<file path="src/rtl/bias_load_controller.sv">
// bias_load_controller: streams one bias word into each neuron's bias memory
// (one-hot write enable), then strobes a layer-wide read and reports done once
// every memory presents its stored bias. A refresh re-strobes without reloading.
module bias_load_controller #(
    parameter int data_bits   = 16,
    parameter int num_neurons = 8,
    parameter int idx_bits    = (num_neurons > 1) ? $clog2(num_neurons) : 1
) (
    input  logic                   clk,
    input  logic                   reset,
    input  logic                   start_load,
    input  logic                   start_refresh,
    input  logic [data_bits-1:0]   s_bias_data,
    input  logic                   s_bias_valid,
    output logic                   s_bias_ready,
    output logic [num_neurons-1:0] mem_write_en,
    output logic [data_bits-1:0]   mem_bias_in,
    output logic                   mem_read_en,
    output logic                   mem_reset,
    output logic [idx_bits-1:0]    load_idx,
    output logic                   busy,
    output logic                   done
);

    typedef enum logic [2:0] {
        IDLE,
        CLEAR,
        LOAD,
        READ,
        SETTLE,
        DONE
    } state_t;

    localparam logic [idx_bits-1:0] last_idx = idx_bits'(num_neurons - 1);

    state_t state;
    logic   ready_q;
    logic   handshake;

    // Handshake decode and write steering; a reset cycle never writes a memory.
    always_comb begin
        s_bias_ready = ready_q && !reset;
        handshake    = s_bias_valid && s_bias_ready;
        mem_write_en = '0;
        mem_bias_in  = '0;
        if (handshake) begin
            mem_write_en = num_neurons'(1) << load_idx;
            mem_bias_in  = s_bias_data;
        end
    end

    // Sequencer with registered outputs: each output is set on entry to the
    // state in which it must be seen, so it is valid for exactly that state.
    always_ff @(posedge clk) begin
        if (reset) begin
            state       <= IDLE;
            ready_q     <= 1'b0;
            load_idx    <= '0;
            busy        <= 1'b0;
            mem_reset   <= 1'b0;
            mem_read_en <= 1'b0;
            done        <= 1'b0;
        end else begin
            mem_reset   <= 1'b0;
            mem_read_en <= 1'b0;
            done        <= 1'b0;
            case (state)
                IDLE: begin
                    if (start_load) begin
                        state     <= CLEAR;
                        busy      <= 1'b1;
                        mem_reset <= 1'b1;
                        load_idx  <= '0;
                    end else if (start_refresh) begin
                        state       <= READ;
                        busy        <= 1'b1;
                        mem_read_en <= 1'b1;
                    end
                end
                CLEAR: begin
                    state   <= LOAD;
                    ready_q <= 1'b1;
                end
                LOAD: begin
                    if (handshake) begin
                        if (load_idx == last_idx) begin
                            load_idx    <= '0;
                            ready_q     <= 1'b0;
                            state       <= READ;
                            mem_read_en <= 1'b1;
                        end else begin
                            load_idx <= load_idx + 1'b1;
                        end
                    end
                end
                READ: begin
                    state <= SETTLE;
                end
                SETTLE: begin
                    state <= DONE;
                    done  <= 1'b1;
                end
                DONE: begin
                    state <= IDLE;
                    busy  <= 1'b0;
                end
                default: begin
                    state   <= IDLE;
                    busy    <= 1'b0;
                    ready_q <= 1'b0;
                end
            endcase
        end
    end

endmodule

</file>
<file path="config.mk">
export PLATFORM = sky130hd
export DESIGN_NAME = bias_load_controller
export DESIGN_NICKNAME = d
export VERILOG_FILES = /design/src/rtl/bias_load_controller.sv
export SDC_FILE = /design/constraint.sdc
export NUM_CORES = 1
export LEC_CHECK = 0
export ABC_AREA = 1
export CORE_ASPECT_RATIO = 0.7
export CORE_MARGIN = 2
export CORE_UTILIZATION = 32
export CTS_CLUSTER_DIAMETER = 80
export DETAILED_ROUTE_END_ITERATION = 8
export MAX_ROUTING_LAYER = met4
export PLACE_DENSITY_LB_ADDON = 0.1
export SYNTH_ARGS = -nofsm -noshare
export SYNTH_HDL_FRONTEND = slang
export SYNTH_SLANG_ARGS = --single-unit
export TNS_END_PERCENT = 20
</file>
<file path="constraint.sdc">
create_clock -name clk -period 1.1 [get_ports clk]
set_input_delay 0.11 -clock clk [delete_from_list [all_inputs] [get_ports clk]]
set_output_delay 0.11 -clock clk [all_outputs]
set_load 0.01 [all_outputs]
</file>
==> flow_results.org <==
** CTS
- Source-to-sink clock delay at the later pin of the worst-skew pair :: 0.27 ns
- Clock tree synthesis found a total of 11 sinks.
- In this run the number of H-tree levels came out at 1.
- The number of hold buffers added after CTS was 0.
- Root cell of the clock tree :: clkbuf_4
- Clock transition time at the flip-flop clock pins of the worst setup and hold paths :: 0.07 ns
- The longest clock path from root to sink contains 2 buffers.
- Clock tree from TritonCTS :: yes
- TritonCTS created 3 clock buffers.

** Final layout
- Area growth from synthesis to layout :: 89.0%
- Share of post-route cells with drive strength above 1 :: 49.0%
- Total area of multi-input combinational cells :: 563 sq um
- Diode count :: 0
- Nets :: 224
- With fillers left out, the area of the finished cells amounts to 1530 sq um.
- Layout fillers :: 243
- Leaving out filler cells and counting taps, the final layout contains 230.
- Sequential standard cell area :: 236 sq um

** Setup path
- Worst path most repeated cell :: ha_4
- The worst setup path is launched from a flop.
- Endpoint kind of the worst setup timing path :: primary output
- Type of the worst setup path :: flop to primary output
- Arrival time of data at the critical path endpoint :: 1.21 ns
- Required @ worst endpoint :: 0.99 ns
- Worst-path cell chain :: ha_4 -> ha_4 -> inv_4 -> nor2_4 -> buf_6
- Of all nets on the critical path, the largest fanout is 5.
- The slowest stage of the critical path belongs to the cell dfxtp_4.
- Max incr delay on CP :: 0.39 ns

** Synth
- Mapped Cells :: 126
- Yosys printed 0 warnings.
- Dividing the synthesized area by the synthesized cell count gives 6.43 sq um.
- The mapped netlist covers 811 sq um.
- The top cell type by area accounts for 27.2% of the synthesized area.
- Summing the sequential cell areas from Yosys gives 27.2% of the chip area.
- Count of state elements after synthesis :: 11
- Main area contributors after synthesis :: dfxtp_1 27%, nor2_1 14%, inv_1 13%, ha_1 9.3%, nor3_1 6.2%
- The largest total area in the synthesized netlist belongs to dfxtp_1.
- Number of nets produced by synthesis :: 153
- After synthesis, the netlist uses 22 different library cells.

** Drt
- Violation count after the first detailed-routing iteration :: 12
- The first TritonRoute pass finished after 5 iterations.
- After detailed routing, the number of remaining DRC violations is 0.
- Dividing the detail-routed via count by the number of cells gives 4.21.
- Via count :: 968
- Routed wire length per instance :: 9.90 um
- The final layout contains routed wiring with a total length of 2.28 mm.
- Once detail routing completed, the nets flagged for antenna violations numbered 0.

** STA
- The final-report hold violation count was 0.
- Final critical-path share of the clock period :: 120%
- Slack of the critical path :: -0.222 ns
- The routed design could run at a clock period as short as 1.32 ns.
- Layout Skew :: 0.000693 ns
- Upper clock frequency limit :: 756 MHz
- For the pin with the worst max-slew slack, the measured transition is 0.216 ns.
- Setup repair after global routing could not meet its margin everywhere.
- Setup violations remaining at the end of the flow were counted as 30.
- Slew Viols, Final :: 0
- The worst pin sits at a relative slew slack of 85.5%.

** Global routing
- The first global-routing pass estimated 3.76 mm of wire.
- GRT Resource Usage Total :: 17.3%
- Maximum number of pins on one net before global-route repair :: 16
- The number of global-route vias before repair is 886.
- The number of antenna violations at the first check in global routing was 0.
- The total overflow left after global routing is 0.

** Placement
- Routability-driven placement finished with a final weighted congestion of 0.811.
- Detailed placement ended at an HPWL of 1.87 mm.
- The placed instances occupy a cell area of 1520 sq um.
- Count of input and output buffers :: 52
- Placement Setup Slack :: -0.613 ns
- Placed Instances :: 225

** Power
- The worst-case IR drop observed on VDD is 0.000705 V.
- In this run the power density over the cells is 1360 nW/um^2.
- For this design the static power due to leakage is 0.804 nW.

** Run status
- Run status :: finished with violations
- Violated checks :: setup timing

** Die
- Number of placement rows :: 15
- Measured along the x axis, the die boundary spans 64.2 um.
- Area enclosed by the die boundary :: 2960 sq um
- Pin placement for this block handled 53 I/O pins.
- Core footprint :: 2440 sq um
- Die Height :: 46.1 um
- For this configuration, the core starts out at a cell density of 33.2%.

** Min path
- The worst hold path belongs to the class primary input to flop.

** Flow run
- Across the run, the number of max-cap violations was 0.
==> report_power, final <==
group / internal, W / switching, W
Sequential: 0.000517 / 0.000132
Combinational: 0.000542 / 0.000605
Clock: 0.000141 / 0.000141
Total: 0.00120 / 0.000878
==> layer usage <==
layer | part of all wire [%] | global-route usage (%) | wire, um | vias to the layer above
li1 | - | - | - | 517
met1 | 45 | 20.0 | 1030 | 406
met2 | 46 | 27.9 | 1040 | 41
met3 | 8.2 | 6.60 | 187 | 4
met4 | 1.0 | 6.38 | 23 | 0
met5 | 0 | - | 0 | -
==> synth_stat cells (all sizes together) <==
cell type / count
nor2: 36
inv: 30
nand2: 15
dfxtp: 11
nor3: 10
ha: 6
nand3: 6
a21oi: 3
buf: 3
o21ai: 3
a22oi: 1
clkinv: 1
o21a: 1
==> state kept, by name, indices dropped and copies added (netlist names) <==
signal       flops
load_idx         3
state            3
busy             1
done             1
mem_read_en      1
mem_reset        1
ready_q          1
==> area by class of cell <==
cell class | instances | area share (%)
multi-input cells | 81 | 36.7
repair buffers | 69 | 35.2
flip-flops and latches | 11 | 15.4
inverters | 31 | 8.16
well taps | 34 | 2.78
clock buffers | 4 | 1.71
==> stage by stage <==
stage | hold WS, ns | TNS [ns] | total power, W | utilization, %
5_1_grt | 0.330 | -5.92 | 0.00229 | 62.8
2_1_floorplan | 0.254 | -0.0476 | 0.00119 | -
3_3_place_gp | 0.452 | -14.87 | 0.00168 | 62.2
6_report | 0.328 | -3.42 | 0.00208 | 62.8
4_1_cts | 0.312 | -4.42 | 0.00204 | 60.6
3_5_place_dp | 0.462 | -15.35 | 0.00171 | 62.2
==> final timing paths <==
check | from | endpoint | slack [ns] | depth (start not counted)
worst max-delay path | load_idx[0] | mem_write_en[7] | -0.22 | 5
worst min-delay path | reset | state[1] | 0.33 | 3
worst max register to register | load_idx[0] | ready_q | -0.18 | 7
worst min register to register | busy | busy | 0.47 | 1
==> layout by cell type, fill, tap and decap left out, drive strengths merged <==
master         count
a21oi              3
nor2              36
inv               30
buf               43
dfxtp             11
clkinv             1
a22oi              1
o21ai              3
nor3              10
nand2             15
clkdlybuf4s50     19
clkbuf             4
ha                 6
nand3              6
o21a               1
dlygate4sd2        7
==> worst max-delay path, delay by kind of cell, from the launching register on <==
family / cells / cell delay, ns
DFF: 1 / 0.39
and+or+nand+nor: 1 / 0.11
adders and majority gates: 2 / 0.29
buffers and inverters: 2 / 0.15
==> kinds of logic (layout without fill, tap and decap cells) <==
group | count (synthesis) | in the layout | share of synthesized area [%]
adder cells (fa/ha/maj) | 6 | 6 | 9.26
AO/OA/AOI/OAI | 8 | 8 | 6.02
AND/OR/NAND/NOR | 67 | 67 | 40.9
flip-flops | 11 | 11 | 27.2
buffers and inverters | 34 | 104 | 16.7
==> what timing repair did <==
action,4_1_cts,5_1_grt
setup endpoints to repair,40,35
pin swaps,6,7
gates resized for setup,126,24
setup buffers,1,0
Power figures use the tool's default switching activity.
